`src/rtl/mips_pkg.sv`:
```
// Shared definitions for the pipelined MIPS core: opcodes, branch encodings,
// field widths and the decoder control bundle carried down the pipe.
package mips_pkg;

  localparam int REGW   = 5;
  localparam int OPW    = 6;
  localparam int FUNW   = 6;
  localparam int ALUOPW = 3;
  localparam int BRW    = 2;

  localparam logic [OPW-1:0] OP_RTYPE = 6'b000000;
  localparam logic [OPW-1:0] OP_J     = 6'b000010;
  localparam logic [OPW-1:0] OP_BEQ   = 6'b000100;
  localparam logic [OPW-1:0] OP_BNE   = 6'b000101;
  localparam logic [OPW-1:0] OP_ADDI  = 6'b001000;
  localparam logic [OPW-1:0] OP_SLTI  = 6'b001010;
  localparam logic [OPW-1:0] OP_ANDI  = 6'b001100;
  localparam logic [OPW-1:0] OP_ORI   = 6'b001101;
  localparam logic [OPW-1:0] OP_XORI  = 6'b001110;
  localparam logic [OPW-1:0] OP_LW    = 6'b100011;
  localparam logic [OPW-1:0] OP_SW    = 6'b101011;

  localparam logic [BRW-1:0] BR_NONE = 2'b00;
  localparam logic [BRW-1:0] BR_BEQ  = 2'b01;
  localparam logic [BRW-1:0] BR_BNE  = 2'b10;

  // Decoder control bundle as stored in ID/EX.
  typedef struct packed {
    logic              reg_dst;
    logic              alu_src;
    logic              mem_to_reg;
    logic              reg_write;
    logic              mem_read;
    logic              mem_write;
    logic              jump;
    logic [ALUOPW-1:0] alu_op;
    logic [BRW-1:0]    branch;
  } ctrl_t;

  // An unsupported opcode leaves decoder outputs unknown; store them as 0
  // so a garbage instruction can never write state downstream.
  function automatic ctrl_t clean_ctrl(input ctrl_t c);
    logic [$bits(ctrl_t)-1:0] raw;
    logic [$bits(ctrl_t)-1:0] res;
    raw = c;
    res = '0;
    for (int i = 0; i < $bits(ctrl_t); i++) begin
      res[i] = (raw[i] === 1'b1);
    end
    return ctrl_t'(res);
  endfunction

endpackage

```
`src/rtl/load_use_detect.sv`:
```
// Load-use hazard detector: flags an ID instruction that reads the register
// a load currently in EX is about to write.
module load_use_detect
  import mips_pkg::*;
(
  input  logic [OPW-1:0]  id_op,
  input  logic [REGW-1:0] id_rs,
  input  logic [REGW-1:0] id_rt,
  input  logic            ex_valid,
  input  logic            ex_MemRead,
  input  logic [REGW-1:0] ex_rt,
  output logic            lu
);

  logic uses_rs;
  logic uses_rt;

  // Decide which source fields the ID instruction really reads, then match.
  always_comb begin
    // NOTE: every output of a combinational block gets a default first so no path can infer a latch.
    uses_rs = 1'b0;
    uses_rt = 1'b0;
    lu      = 1'b0;
    uses_rs = (id_op != OP_J);
    uses_rt = (id_op == OP_RTYPE) || (id_op == OP_SW) ||
              (id_op == OP_BEQ)   || (id_op == OP_BNE);
    if (ex_valid && ex_MemRead && (ex_rt != '0)) begin
      lu = (uses_rs && (ex_rt == id_rs)) || (uses_rt && (ex_rt == id_rt));
    end
  end

endmodule

```
`src/rtl/id_ex_stage.sv`:
```
// ID/EX pipeline register with load-use bubble insertion, flush, external
// hold and a saturating bubble counter for performance debug.
module id_ex_stage
  import mips_pkg::*;
#(
  parameter int DW   = 32,
  parameter int CNTW = 16
) (
  input  logic              clk,
  input  logic              rst,
  input  logic [OPW-1:0]    id_op,
  input  logic              id_RegDst,
  input  logic              id_ALUSrc,
  input  logic              id_MemtoReg,
  input  logic              id_RegWrite,
  input  logic              id_MemRead,
  input  logic              id_MemWrite,
  input  logic              id_Jump,
  input  logic [ALUOPW-1:0] id_ALUOp,
  input  logic [BRW-1:0]    id_Branch,
  input  logic [DW-1:0]     id_pc4,
  input  logic [DW-1:0]     id_rd1,
  input  logic [DW-1:0]     id_rd2,
  input  logic [DW-1:0]     id_imm,
  input  logic [REGW-1:0]   id_rs,
  input  logic [REGW-1:0]   id_rt,
  input  logic [REGW-1:0]   id_rd,
  input  logic [FUNW-1:0]   id_funct,
  input  logic              flush,
  input  logic              hold,
  output logic              ex_RegDst,
  output logic              ex_ALUSrc,
  output logic              ex_MemtoReg,
  output logic              ex_RegWrite,
  output logic              ex_MemRead,
  output logic              ex_MemWrite,
  output logic              ex_Jump,
  output logic [ALUOPW-1:0] ex_ALUOp,
  output logic [BRW-1:0]    ex_Branch,
  output logic [DW-1:0]     ex_pc4,
  output logic [DW-1:0]     ex_rd1,
  output logic [DW-1:0]     ex_rd2,
  output logic [DW-1:0]     ex_imm,
  output logic [REGW-1:0]   ex_rs,
  output logic [REGW-1:0]   ex_rt,
  output logic [REGW-1:0]   ex_rd,
  output logic [FUNW-1:0]   ex_funct,
  output logic              ex_valid,
  output logic              pc_write,
  output logic              ifid_write,
  output logic [CNTW-1:0]   bubble_cnt
);

  typedef struct packed {
    ctrl_t             ctrl;
    logic              valid;
    logic [DW-1:0]     pc4;
    logic [DW-1:0]     rd1;
    logic [DW-1:0]     rd2;
    logic [DW-1:0]     imm;
    logic [REGW-1:0]   rs;
    logic [REGW-1:0]   rt;
    logic [REGW-1:0]   rd;
    logic [FUNW-1:0]   funct;
  } stage_t;

  stage_t stage_q;
  stage_t stage_d;
  ctrl_t  id_ctrl;
  logic   lu;

  load_use_detect u_load_use_detect (
    .id_op      (id_op),
    .id_rs      (id_rs),
    .id_rt      (id_rt),
    .ex_valid   (stage_q.valid),
    .ex_MemRead (stage_q.ctrl.mem_read),
    .ex_rt      (stage_q.rt),
    .lu         (lu)
  );

  // Stall upstream while a load-use bubble is pending or the pipe is frozen.
  assign pc_write   = ~(lu | hold);
  assign ifid_write = ~(lu | hold);

  // Assemble the value captured on a normal load, with control sanitised.
  always_comb begin
    id_ctrl = '{reg_dst: id_RegDst, alu_src: id_ALUSrc, mem_to_reg: id_MemtoReg,
                reg_write: id_RegWrite, mem_read: id_MemRead,
                mem_write: id_MemWrite, jump: id_Jump, alu_op: id_ALUOp,
                branch: id_Branch};
    stage_d       = '0;
    stage_d.ctrl  = clean_ctrl(id_ctrl);
    stage_d.valid = 1'b1;
    stage_d.pc4   = id_pc4;
    stage_d.rd1   = id_rd1;
    stage_d.rd2   = id_rd2;
    stage_d.imm   = id_imm;
    stage_d.rs    = id_rs;
    stage_d.rt    = id_rt;
    stage_d.rd    = id_rd;
    stage_d.funct = id_funct;
  end

  // Pipeline register: reset/flush clear, hold freezes, load-use inserts a bubble.
  always_ff @(posedge clk) begin
    // NOTE: sequential state uses non-blocking assignments so every register samples pre-edge values.
    if (rst || flush) begin
      stage_q <= '0;
    end else if (!hold) begin
      stage_q <= lu ? '0 : stage_d;
    end
  end

  // Saturating bubble counter; only real inserted bubbles count.
  always_ff @(posedge clk) begin
    if (rst) begin
      bubble_cnt <= '0;
    end else if (!flush && !hold && lu && (bubble_cnt != '1)) begin
      bubble_cnt <= bubble_cnt + CNTW'(1);
    end
  end

  assign ex_RegDst   = stage_q.ctrl.reg_dst;
  assign ex_ALUSrc   = stage_q.ctrl.alu_src;
  assign ex_MemtoReg = stage_q.ctrl.mem_to_reg;
  assign ex_RegWrite = stage_q.ctrl.reg_write;
  assign ex_MemRead  = stage_q.ctrl.mem_read;
  assign ex_MemWrite = stage_q.ctrl.mem_write;
  assign ex_Jump     = stage_q.ctrl.jump;
  assign ex_ALUOp    = stage_q.ctrl.alu_op;
  assign ex_Branch   = stage_q.ctrl.branch;
  assign ex_valid    = stage_q.valid;
  assign ex_pc4      = stage_q.pc4;
  assign ex_rd1      = stage_q.rd1;
  assign ex_rd2      = stage_q.rd2;
  assign ex_imm      = stage_q.imm;
  assign ex_rs       = stage_q.rs;
  assign ex_rt       = stage_q.rt;
  assign ex_rd       = stage_q.rd;
  assign ex_funct    = stage_q.funct;

endmodule

```
`config.mk`:
```
export PLATFORM = sky130hd
export DESIGN_NAME = id_ex_stage
export DESIGN_NICKNAME = d
export VERILOG_FILES = /design/src/rtl/mips_pkg.sv /design/src/rtl/load_use_detect.sv /design/src/rtl/id_ex_stage.sv
export SDC_FILE = /design/constraint.sdc
export NUM_CORES = 1
export LEC_CHECK = 0
export ABC_AREA = 1
export CELL_PAD_IN_SITES_DETAIL_PLACEMENT = 1
export CELL_PAD_IN_SITES_GLOBAL_PLACEMENT = 1
export CORE_ASPECT_RATIO = 1.75
export CORE_UTILIZATION = 24
export DETAILED_ROUTE_END_ITERATION = 7
export GPL_ROUTABILITY_DRIVEN = 0
export MAX_ROUTING_LAYER = met4
export PLACE_DENSITY = 0.71
export SYNTH_ARGS = -nofsm -noshare
export SYNTH_HDL_FRONTEND = slang
export SYNTH_SLANG_ARGS = --single-unit
```
`constraint.sdc`:
```
create_clock -name clk -period 1.7 [get_ports clk]
set_input_delay 0.34 -clock clk [delete_from_list [all_inputs] [get_ports clk]]
set_output_delay 0.34 -clock clk [all_outputs]
set_load 0.01 [all_outputs]
```
==> results.cfg <==
[status]
status = finished, violations left
violations = setup timing

[synth]
ys_warn_count = 0
syn-instance-count = 921
synth_cell_types = 23
ys_ff_latch = 178
syn-cell-area_um2 = 6840
ys_seq_area_share_pct = 52.1
syn_avg_cell_area_um2 = 7.43
syn-num-nets = 1093

[power_and_ir_drop]
power.density_nw_per_um2 = 780
leakagePower_nw = 5.14
ir_worst_vdd_uv = 694

[layout]
final_cells = 1692
area_growth_pct = 81.2
layout.nets = 1472
final_layout_size_suffix_gt1_share_pct = 15.5
fillers = 3363

[sta]
min_period_over_period_pct = 121
setup_viol = 180
worst_hold_slack_ns = 0.215
drv_slew = 0
worst_pin_slew_ns = 0.837
slew_headroom_pct = 44.2
finalHoldViolCount = 0
max_freq_mhz = 486
rsz0062_at_grt = true
min_period_ns = 2.06
setup_ws_ns = -0.359
clock_skew_ns = 0.00951

[setup_path]
critPathRequiredTime_ns = 1.36
cp.arrival_ns = 1.72
path_class = reg -> out
slowest_delay_ns = 0.39
crit_path_end_kind = primary output
slowest_stage = dfxtp_4
start_kind = flop
crit_chain = nand2_1 -> inv_1 -> nor2_1 -> nor2_1 -> nand2_1 -> nor2_2 -> nor2_2 -> nor2_4 -> nor2_8 -> buf_6
path_max_fanout = 6

[drt]
viasPerCell = 4.48
vias = 7586
wl_mm = 28.6
antenna_left = 0
drc = 0
first_pass_iters = 4
wl_per_cell_um = 16.9
drt_iter0_markers = 290

[placement]
dp_cells = 1620
post-dp-hpwl_mm = 19.3
portBuffers = 350

[floorplan]
die_area_um2 = 29200
die_h_um = 225
initial_core_util_pct = 24.5
row_count = 81
core-area_um2 = 28000
top_level_ports = 351
die_w_um = 130

[cts]
root_buffer = clkbuf_16
clk_latency_ns = 0.45
h-tree-depth = 4
clkTransAtPathRegs_ns = 0.07
clock-sinks = 178
cts_made_buffers = 17
cts_tree = done
clock_path_buffers = 2

[global_routing]
grt_pass1_wl_mm = 42.5
grt_max_degree = 163
grt-ovfl-total = 0
grt_pass1_vias = 7790
antenna_found_initial = 6
grt_use_total_pct = 19.9

[flow_run]
maxCapViolCount = 0

[min_path]
hold_class = in -> reg
per-stage QoR:
stage | TNS [ns] | instance area [um2] | utilization (%) | power [mW] | setup slack, ns
6_report | -37.15 | 12400 | 44.3 | 9.67 | -0.359
5_1_grt | -60.76 | 12400 | 44.3 | 10.1 | -0.484
2_1_floorplan | -0.0123 | 6890 | - | 4.89 | -0.0123
3_3_place_gp | -124.20 | 10900 | 39.0 | 5.68 | -0.862
4_1_cts | -53.18 | 12100 | 43.3 | 9.80 | -0.413
3_5_place_dp | -124.46 | 10900 | 39.0 | 5.70 | -0.850
state kept, by name, summed over array words and instances (netlist names), 2 cells and up:
name        flops
ex_pc4         32
ex_rd           5
ex_imm         32
ex_rd2         32
ex_rs           5
ex_ALUOp        3
ex_Branch       2
bubble_cnt     16
ex_rt           5
ex_rd1         32
ex_funct        6
cell type report:
cell class | count | area, um2 | share of cell area (%)
Antenna cell | 6 | 15.0 | 0.121
Clock buffer | 22 | 454 | 3.66
Clock inverter | 10 | 101 | 0.817
Inverter | 32 | 124 | 0.999
Multi-Input combinational cell | 652 | 3150 | 25.4
Sequential cell | 178 | 3590 | 29.0
Tap cell | 373 | 467 | 3.76
Timing Repair Buffer | 419 | 4490 | 36.2
kinds of logic after synthesis:
kind of cell | after synthesis | synth area share [%]
AOI/OAI and AO/OA | 178 | 13.0
xor gates and xnor gates | 13 | 1.66
adders and majority gates | 1 | 0.183
buffers and inverters | 92 | 6.22
DFF | 178 | 52.1
and+or+nand+nor | 459 | 26.9
metal layers:
metal	up-vias	part of all wire (%)	track usage (%)
met5	-	0	-
met4	0	3.0	9.04
met3	46	5.9	5.44
met2	235	55	35.6
met1	3582	36	19.7
li1	3723	-	-
power by group:
part | internal, mW | switching (mW) | total [mW]
Combinational | 0.835 | 0.630 | 1.46
Sequential | 4.28 | 0.0639 | 4.35
Clock | 2.07 | 1.78 | 3.86
Total | 7.19 | 2.48 | 9.67
worst paths after layout:
check / start / end / slack (ns) / cells after the start
setup / recovery: ex_rt[2] / pc_write / -0.36 / 10
hold / removal: id_rt[3] / ex_rt[3] / 0.21 / 3
setup reg to reg: ex_rt[2] / ex_rd2[12] / -0.30 / 15
hold reg to reg: ex_rd1[19] / ex_rd1[19] / 0.46 / 2
critical path: cells and delay by family, from the launching register on:
kind	cells	cell delay (ns)
AND/OR/NAND/NOR	8	0.72
flip-flops	1	0.39
buffers and inverters	2	0.17
what timing repair did:
action | 4_1_cts | 5_1_grt
resized for setup | 211 | 50
endpoints found under the setup margin | 270 | 242
pin swaps | 14 | 20
hold buffers | 0 | 0
buffers inserted | 14 | 8
cloned | 13 | 2
synth_stat cells:
library cell  instances  area [um2]
nor3_2                1        10.0
xor2_1                7        61.3
and2_1                1        6.26
ha_1                  1        12.5
nor2_4                1        11.3
or2_2                 1        6.26
nand3_1              15        75.1
buf_6                 8        90.1
a21oi_1             177         886
inv_1                31         116
buf_4                 1        7.51
dfxtp_1             178        3560
nor3_1                8        40.0
nand2_1             388        1460
nor2_8                1        20.0
nor2_1               25        93.8
nand4_2               1        12.5
xnor2_1               6        52.6
nand4_1              17         106
inv_2                 1        3.75
clkbuf_1             38         143
buf_2                13        65.1
o21ai_0               1        5.00
layout by cell type, fill, tap and decap left out, types with 2 or more instances in the layout:
cell type and n:
a21oi_1 160, a21oi_2 17, buf_12 21, buf_16 14, buf_4 28, buf_6 7
clkbuf_1 4, clkbuf_16 19, clkdlybuf4s50_1 232, clkinv_4 2, clkinvlp_4 4, dfxtp_1 163
dfxtp_2 11, dfxtp_4 4, diode_2 6, dlygate4sd2_1 110, dlymetal6s2s_1 5, inv_1 29
inv_2 2, inv_6 3, nand2_1 337, nand2_2 50, nand3_1 11, nand3_2 3
nand4_1 17, nand4_4 2, nor2_1 21, nor2_2 3, nor2_4 2, nor3_1 7
nor3_4 2, xnor2_1 5, xor2_1 7
(Power assumes the default switching activity.)
